===== config.mk =====
export PLATFORM = sky130hd
export DESIGN_NAME = tx_arbiter_sequence_ctrl
export DESIGN_NICKNAME = d
export VERILOG_FILES = /design/src/rtl/tx_arbiter_sequence_ctrl_pkg.sv /design/src/rtl/tx_arbiter_req_packer.sv /design/src/rtl/tx_arbiter_sequence_ctrl.sv
export SDC_FILE = /design/constraint.sdc
export NUM_CORES = 1
export LEC_CHECK = 0
export CAP_MARGIN = 20
export CELL_PAD_IN_SITES_DETAIL_PLACEMENT = 0
export CELL_PAD_IN_SITES_GLOBAL_PLACEMENT = 1
export CORE_UTILIZATION = 45
export CTS_BUF_LIST = sky130_fd_sc_hd__clkbuf_2 sky130_fd_sc_hd__clkbuf_4 sky130_fd_sc_hd__clkbuf_8
export DETAILED_ROUTE_END_ITERATION = 6
export GPL_TIMING_DRIVEN = 0
export PLACE_DENSITY = 0.88
export REMOVE_ABC_BUFFERS = 1
export SLEW_MARGIN = 20
export SYNTH_ARGS = -nofsm -noshare
export SYNTH_HDL_FRONTEND = slang
export SYNTH_HIERARCHICAL = 1
export SYNTH_SLANG_ARGS = --single-unit

===== constraint.sdc =====
create_clock -name clk -period 11.25 [get_ports clk]
set_clock_uncertainty 0.05 [all_clocks]
set_input_delay 1.125 -clock clk [delete_from_list [all_inputs] [get_ports clk]]
set_output_delay 1.125 -clock clk [all_outputs]
set_load 0.005 [all_outputs]

===== src/rtl/tx_arbiter_sequence_ctrl_pkg.sv =====
// Shared types for the TL TX arbiter sequencing controller: source codes,
// per-source slot indices, packing priority and grant FSM states.
package tx_arbiter_sequence_ctrl_pkg;

    typedef enum logic [2:0] {
        NONE   = 3'd0,
        A2P_1  = 3'd1,
        A2P_2  = 3'd2,
        MASTER = 3'd3,
        RX_CFG = 3'd4,
        RX_ERR = 3'd5
    } Tx_Arbiter_Sources_t;

    localparam int unsigned NUM_SRC = 4;

    // Bit positions of each source in the valid/pending/grant vectors
    localparam logic [1:0] SRC_A2P_1  = 2'd0;
    localparam logic [1:0] SRC_A2P_2  = 2'd1;
    localparam logic [1:0] SRC_MASTER = 2'd2;
    localparam logic [1:0] SRC_RX     = 2'd3;

    // Packing order, highest priority in the low two bits
    localparam logic [7:0] PRIO_ORDER = {SRC_A2P_2, SRC_A2P_1, SRC_MASTER, SRC_RX};

    typedef enum logic {
        ST_IDLE  = 1'b0,
        ST_GRANT = 1'b1
    } arb_state_t;

    function automatic Tx_Arbiter_Sources_t slot_to_src(input logic [1:0] slot, input logic rx_err);
        Tx_Arbiter_Sources_t src;
        case (slot)
            SRC_A2P_1:  src = A2P_1;
            SRC_A2P_2:  src = A2P_2;
            SRC_MASTER: src = MASTER;
            default:    src = rx_err ? RX_ERR : RX_CFG;
        endcase
        return src;
    endfunction

    function automatic logic [NUM_SRC-1:0] src_to_mask(input Tx_Arbiter_Sources_t src);
        logic [NUM_SRC-1:0] mask;
        mask = '0;
        case (src)
            A2P_1:          mask[SRC_A2P_1]  = 1'b1;
            A2P_2:          mask[SRC_A2P_2]  = 1'b1;
            MASTER:         mask[SRC_MASTER] = 1'b1;
            RX_CFG, RX_ERR: mask[SRC_RX]     = 1'b1;
            default:        mask = '0;
        endcase
        return mask;
    endfunction

endpackage


===== src/rtl/tx_arbiter_req_packer.sv =====
// Combinational packer: turns the pending-source set and the free space into
// an ordered group of up to four recorder entries.
module tx_arbiter_req_packer
    import tx_arbiter_sequence_ctrl_pkg::*;
#(
    parameter int ADDR_WIDTH = 3
) (
    input  logic [NUM_SRC-1:0]  pending,
    input  logic                rx_err,
    input  logic [ADDR_WIDTH:0] available,
    output logic [2:0]          wr_count,
    output logic [2:0]          wr_mode,
    output logic [NUM_SRC-1:0]  taken,
    output Tx_Arbiter_Sources_t wr_data_1,
    output Tx_Arbiter_Sources_t wr_data_2,
    output Tx_Arbiter_Sources_t wr_data_3,
    output Tx_Arbiter_Sources_t wr_data_4
);

    Tx_Arbiter_Sources_t slots [4];
    logic [2:0]          limit;
    logic [1:0]          idx;

    always_comb begin
        limit    = (32'(available) >= 32'd4) ? 3'd4 : 3'(available);
        wr_count = 3'd0;
        taken    = '0;
        idx      = 2'd0;
        for (int s = 0; s < 4; s++) slots[s] = NONE;
        for (int i = 0; i < 4; i++) begin
            idx = PRIO_ORDER[2*i +: 2];
            if (pending[idx] && (wr_count < limit)) begin
                slots[wr_count[1:0]] = slot_to_src(idx, rx_err);
                taken[idx]           = 1'b1;
                wr_count             = wr_count + 3'd1;
            end
        end
        wr_mode = (wr_count != 3'd0) ? wr_count - 3'd1 : 3'd0;
    end

    assign wr_data_1 = slots[0];
    assign wr_data_2 = slots[1];
    assign wr_data_3 = slots[2];
    assign wr_data_4 = slots[3];

endmodule


===== src/rtl/tx_arbiter_sequence_ctrl.sv =====
// TL TX arbiter sequencing: records request edges in arrival order and grants
// sources one at a time from the recorder head. Optional grant watchdog: TX_ARB_GRANT_TIMEOUT_EN.
module tx_arbiter_sequence_ctrl
    import tx_arbiter_sequence_ctrl_pkg::*;
#(
    parameter int FIFO_DEPTH = 8,
`ifdef TX_ARB_GRANT_TIMEOUT_EN
    parameter int TIMEOUT_CYCLES = 1024,
`endif
    localparam int ADDR_WIDTH = $clog2(FIFO_DEPTH)
) (
    input  logic                clk,
    input  logic                arst,
    input  logic                a2p_1_valid,
    input  logic                a2p_2_valid,
    input  logic                master_valid,
    input  logic [1:0]          rx_router_valid,
    output logic                a2p_1_grant,
    output logic                a2p_2_grant,
    output logic                master_grant,
    output logic                rx_router_grant,
    output logic                seq_wr_en,
    output logic [2:0]          seq_wr_mode,
    output Tx_Arbiter_Sources_t seq_wr_data_1,
    output Tx_Arbiter_Sources_t seq_wr_data_2,
    output Tx_Arbiter_Sources_t seq_wr_data_3,
    output Tx_Arbiter_Sources_t seq_wr_data_4,
    output logic                seq_rd_en,
    input  Tx_Arbiter_Sources_t seq_rd_data,
    input  logic [ADDR_WIDTH:0] seq_available,
    input  logic                seq_empty
`ifdef TX_ARB_GRANT_TIMEOUT_EN
    ,
    output logic                timeout_err
`endif
);

    logic [NUM_SRC-1:0]  valid_vec, hist_q, pend_q, edge_vec, pend_comb, taken;
    logic [NUM_SRC-1:0]  grant_q, active_mask;
    logic                rx_err_q, rx_err_comb, active_valid;
    logic [ADDR_WIDTH:0] inflight, avail_eff;
    logic [2:0]          pk_count, pk_mode;
    Tx_Arbiter_Sources_t pk_d1, pk_d2, pk_d3, pk_d4, active_src;
    arb_state_t          state;

    assign valid_vec   = {rx_router_valid[1], master_valid, a2p_2_valid, a2p_1_valid};
    assign edge_vec    = valid_vec & ~hist_q;
    assign pend_comb   = pend_q | edge_vec;
    assign rx_err_comb = edge_vec[SRC_RX] ? rx_router_valid[0] : rx_err_q;

    // The recorder only reflects our registered write a cycle later, so the
    // entries still in flight are taken off the reported free space.
    assign inflight  = seq_wr_en ? (ADDR_WIDTH+1)'(seq_wr_mode) + (ADDR_WIDTH+1)'(1) : '0;
    assign avail_eff = (seq_available > inflight) ? seq_available - inflight : '0;

    assign active_mask  = src_to_mask(active_src);
    assign active_valid = |(valid_vec & active_mask);

`ifdef TX_ARB_GRANT_TIMEOUT_EN
    localparam int TMO_W = $clog2(TIMEOUT_CYCLES + 1);
    logic [TMO_W-1:0]   tmo_cnt;
    logic               tmo_hit;
    logic [NUM_SRC-1:0] tmo_force;

    assign tmo_hit   = (state == ST_GRANT) && active_valid && (tmo_cnt == TMO_W'(TIMEOUT_CYCLES - 1));
    assign tmo_force = tmo_hit ? active_mask : '0;
`endif

    tx_arbiter_req_packer #(
        .ADDR_WIDTH (ADDR_WIDTH)
    ) u_packer (
        .pending   (pend_comb),
        .rx_err    (rx_err_comb),
        .available (avail_eff),
        .wr_count  (pk_count),
        .wr_mode   (pk_mode),
        .taken     (taken),
        .wr_data_1 (pk_d1),
        .wr_data_2 (pk_d2),
        .wr_data_3 (pk_d3),
        .wr_data_4 (pk_d4)
    );

    always_ff @(posedge clk or negedge arst) begin
        if (!arst) begin
            hist_q        <= '0;
            pend_q        <= '0;
            rx_err_q      <= 1'b0;
            seq_wr_en     <= 1'b0;
            seq_wr_mode   <= 3'd0;
            seq_wr_data_1 <= NONE;
            seq_wr_data_2 <= NONE;
            seq_wr_data_3 <= NONE;
            seq_wr_data_4 <= NONE;
        end else begin
`ifdef TX_ARB_GRANT_TIMEOUT_EN
            hist_q        <= valid_vec | tmo_force;
`else
            hist_q        <= valid_vec;
`endif
            pend_q        <= pend_comb & ~taken;
            rx_err_q      <= rx_err_comb;
            seq_wr_en     <= (pk_count != 3'd0);
            seq_wr_mode   <= pk_mode;
            seq_wr_data_1 <= pk_d1;
            seq_wr_data_2 <= pk_d2;
            seq_wr_data_3 <= pk_d3;
            seq_wr_data_4 <= pk_d4;
        end
    end

    // Grant FSM: pop the head in IDLE, hold the grant until that source drops
    always_ff @(posedge clk or negedge arst) begin
        if (!arst) begin
            state       <= ST_IDLE;
            active_src  <= NONE;
            grant_q     <= '0;
            seq_rd_en   <= 1'b0;
`ifdef TX_ARB_GRANT_TIMEOUT_EN
            tmo_cnt     <= '0;
            timeout_err <= 1'b0;
`endif
        end else begin
            seq_rd_en <= 1'b0;
`ifdef TX_ARB_GRANT_TIMEOUT_EN
            timeout_err <= 1'b0;
`endif
            case (state)
                ST_IDLE: begin
                    if (!seq_empty) begin
                        seq_rd_en  <= 1'b1;
                        active_src <= seq_rd_data;
                        grant_q    <= src_to_mask(seq_rd_data);
                        state      <= ST_GRANT;
`ifdef TX_ARB_GRANT_TIMEOUT_EN
                        tmo_cnt    <= '0;
`endif
                    end
                end
                ST_GRANT: begin
                    if (!active_valid) begin
                        grant_q <= '0;
                        state   <= ST_IDLE;
                    end
`ifdef TX_ARB_GRANT_TIMEOUT_EN
                    else if (tmo_hit) begin
                        grant_q     <= '0;
                        state       <= ST_IDLE;
                        timeout_err <= 1'b1;
                    end else begin
                        tmo_cnt <= tmo_cnt + TMO_W'(1);
                    end
`endif
                end
                default: state <= ST_IDLE;
            endcase
        end
    end

    assign a2p_1_grant     = grant_q[SRC_A2P_1];
    assign a2p_2_grant     = grant_q[SRC_A2P_2];
    assign master_grant    = grant_q[SRC_MASTER];
    assign rx_router_grant = grant_q[SRC_RX];

endmodule


==> results.txt <==
----------------------------------------------------
[Outcome]
  Outcome ... complete, no violations

[Clock tree]
  Clock insertion delay at the later pin of the skew report ... 280 ps
  Post-cts repair resize count ... 0
  Clock tree root buffer cell ... clkbuf_8
  Post-CTS setup buffers ... 0
  CTS Hold Bufs ... 0
  Number of levels in the clock H-tree ... 2
  Clock-pin slew on the worst setup and hold paths ... 60 ps
  TritonCTS buffer count ... 5
  Largest buffer count on any clock path ... 2
  Number of sinks driven by the clock tree ... 34
  CTS tree ... yes

[Finish]
  Commonest cells after routing, fill and taps aside ... dfrtp_1, clkdlybuf4s50_1, inv_1
  Fraction of final layout cells sized beyond drive strength 1 ... 0.105
  Post-route cell area ... 2410 um2
  Number of nets in the layout ... 255
  Filler cell count ... approximately 350
  Inserted Diodes ... 0
  Area delta synth->final ... 25.0%

[Placement]
  Final HPWL DP ... 2910 um
  Placed cell areas ... 2290 um2
  Final weighted congestion in routability-driven placement ... around 0.75
  Number of buffer cells added on primary ports ... 35

[Yosys]
  Post-Syn Instances ... between 150 and 200
  EDFF count, synth ... 0
  Synth Register Bits ... 34
  Number of different library cells in the post-synthesis netlist ... 45
  Ys flop type ... dfrtp_1
  Synthesis warning total ... 6
  Share of flip-flops with an asynchronous set or reset ... 1.00
  Area of the mapped netlist ... 1930 um2
  Average cell area after synthesis ... 10.6 um2
  Share of synthesized area occupied by flip-flops and latches ... 0.442

[Floorplan]
  Initial standard-cell utilization of the core ... 0.475
  Placeable core region ... between 4000 and 5000 um2
  Top-Level Pins ... 36
  Standard-cell rows ... 23
  Vertical die dimension ... between 60 and 70 um
  DIE AREA ... 4540 um2
  Width of the die ... 67.4 um

[STA]
  Final Cycle Share ... 0.618
  Time the worst path needs with I/O delays and setup ... 6960 ps
  Aggregate negative setup slack ... 0 ps
  RSZ-0062 raised after global routing ... no
  Worst slew pin tran ... 758 ps
  Max Transition Viols Final ... 0
  Maximum clock rate ... around 0.14 GHz
  Number of setup violations in the final report ... 0
  Final Hold Vio Count ... 0
  Worst max-slew margin expressed relative to the limit ... 0.495

[Worst setup path]
  Most used cell along the critical path ... inv_1
  Worst Setup End Kind ... flip-flop
  Maximum fanout encountered on the critical timing path ... 10
  Cell Chain, Critical Path ... clkdlybuf4s50_1, inv_1, ha_1, fa_1, nand2_1, a31oi_1, nor2_1, nor2_1, or3_1, o21ai_0, inv_1, ha_1, ha_1, nor2_1, o31ai_2, inv_1, fa_1, nand2b_1, a211o_1, o21a_1, clkinv_8, a21oi_1, inv_1, or3_1
  Delay of the slowest critical-path stage ... between 800 and 900 ps
  Endpoint required time on the critical path ... about 11,000 ps
  Critical path startpoint category ... primary input
  Worst Path Class, Setup ... in2reg
  Data arrival, critical path ... 7070 ps
  Critical Path Slowest Stage Cell ... fa_1

[Flow run]
  Number of max-capacitance violations reported ... 0

[Global route]
  Largest net degree at the start of global routing ... 35
  Number of global-route vias before repair ... 1,494
  Gr ovfl total ... 0
  First-pass GRT wire length ... 6620 um
  Combined global-route utilization of all metal layers ... 0.202
  Initial antenna violation count ... 0

[Detailed routing]
  DR vias ... 1,400
  Routed WL ... 3840 um
  DR iter-0 viols ... 40
  Antenna-violating nets left ... 0
  Detailed-route vias per instance ... roughly 5.2
  Routed wirelength normalized by instance count ... around 14 um
  DRC violation count after routing ... 0
  First drt pass iteration count ... 4

[Worst hold path]
  Worst hold-check path type ... reg2reg

----------------------------------------------------
critical path: cells and delay by family:
kind	cells	cell delay (ps)
fa+ha+maj	5	2020
simple gates	7	1240
buf+inv	6	1110
compound gates	6	1570
sequential cells by signal (all words and copies together), names as in the netlist, 3 cells and up:
signal,count
pend_q,4
grant_q,4
seq_wr_data_1,3
hist_q,4
seq_wr_data_4,3
seq_wr_data_3,3
seq_wr_mode,3
seq_wr_data_2,3
active_src,3
per-stage QoR:
stage	hold slack [ps]	utilization	setup slack [ps]	std cells
floorplan	422	-	5210	177
global placement	437	0.567	4250	262
detailed placement	461	0.566	4040	262
CTS	478	0.593	4330	269
global route	499	0.593	3920	269
finish	471	0.593	4290	269
layer usage:
layer | wire, um | vias to the layer above | global-route usage
met5 | 0 | - | 0
met3 | 206 | 5 | 0.0473
li1 | - | 684 | -
met1 | 1590 | 667 | 0.227
met2 | 1990 | 44 | 0.346
met4 | 55 | 0 | 0.114
area by class of cell:
cell class	instances	area [um2]	share of cell area
clock inverter	1	30.0	0.0125
sequential	34	851	0.353
inverter	21	91.3	0.0379
tap	50	62.6	0.0260
clock buffer	6	82.6	0.0343
multi-input combinational	122	945	0.392
timing repair buffer	35	345	0.143
synth_stat cells (2+ instances only):
cell | count | area (um2)
buf_4 | 4 | 30.0
or3_1 | 2 | 12.5
nand2_1 | 10 | 37.5
mux2_2 | 4 | 45.0
a21o_1 | 8 | 60.1
dfrtp_1 | 34 | 851
a221oi_1 | 2 | 17.5
fa_1 | 2 | 40.0
ha_1 | 19 | 238
a21oi_1 | 5 | 25.0
nor2_1 | 12 | 45.0
nand4_1 | 2 | 12.5
nand3_1 | 3 | 15.0
o21ai_0 | 7 | 35.0
and2_1 | 2 | 12.5
o22ai_1 | 4 | 25.0
inv_1 | 20 | 75.1
nand3b_1 | 6 | 45.0
nand2b_1 | 2 | 12.5
a21oi_2 | 2 | 17.5
nor2b_1 | 7 | 43.8
path summary, 6_finish.rpt:
kind / from / endpoint / slack, ps / cells past startpoint
hold / removal: rx_err_q / rx_err_q / 470 / 1
setup / recovery: seq_available[0] / seq_wr_en / 4290 / 24
max in group asynchronous: arst / seq_wr_data_3[2] / 9810 / 1
min in group asynchronous: arst / grant_q[1] / 860 / 1
hold reg to reg: rx_err_q / rx_err_q / 470 / 1
setup reg to reg: seq_wr_mode[0] / seq_wr_en / 4870 / 24
cells by family (layout without fill, tap and decap cells):
family,Yosys count,in the layout,share of synthesized area
AOI/OAI and AO/OA,37,37,0.140
xor gates and xnor gates,2,2,0.0130
adders and majority gates,21,21,0.144
buffers and inverters,27,63,0.0715
DFF,34,34,0.442
muxes,5,5,0.0286
other,1,3,0.00195
and+or+nand+nor,54,54,0.159
Power is not shown: default switching activity piles up to over one toggle a cycle in this logic, so the estimate is an artifact.
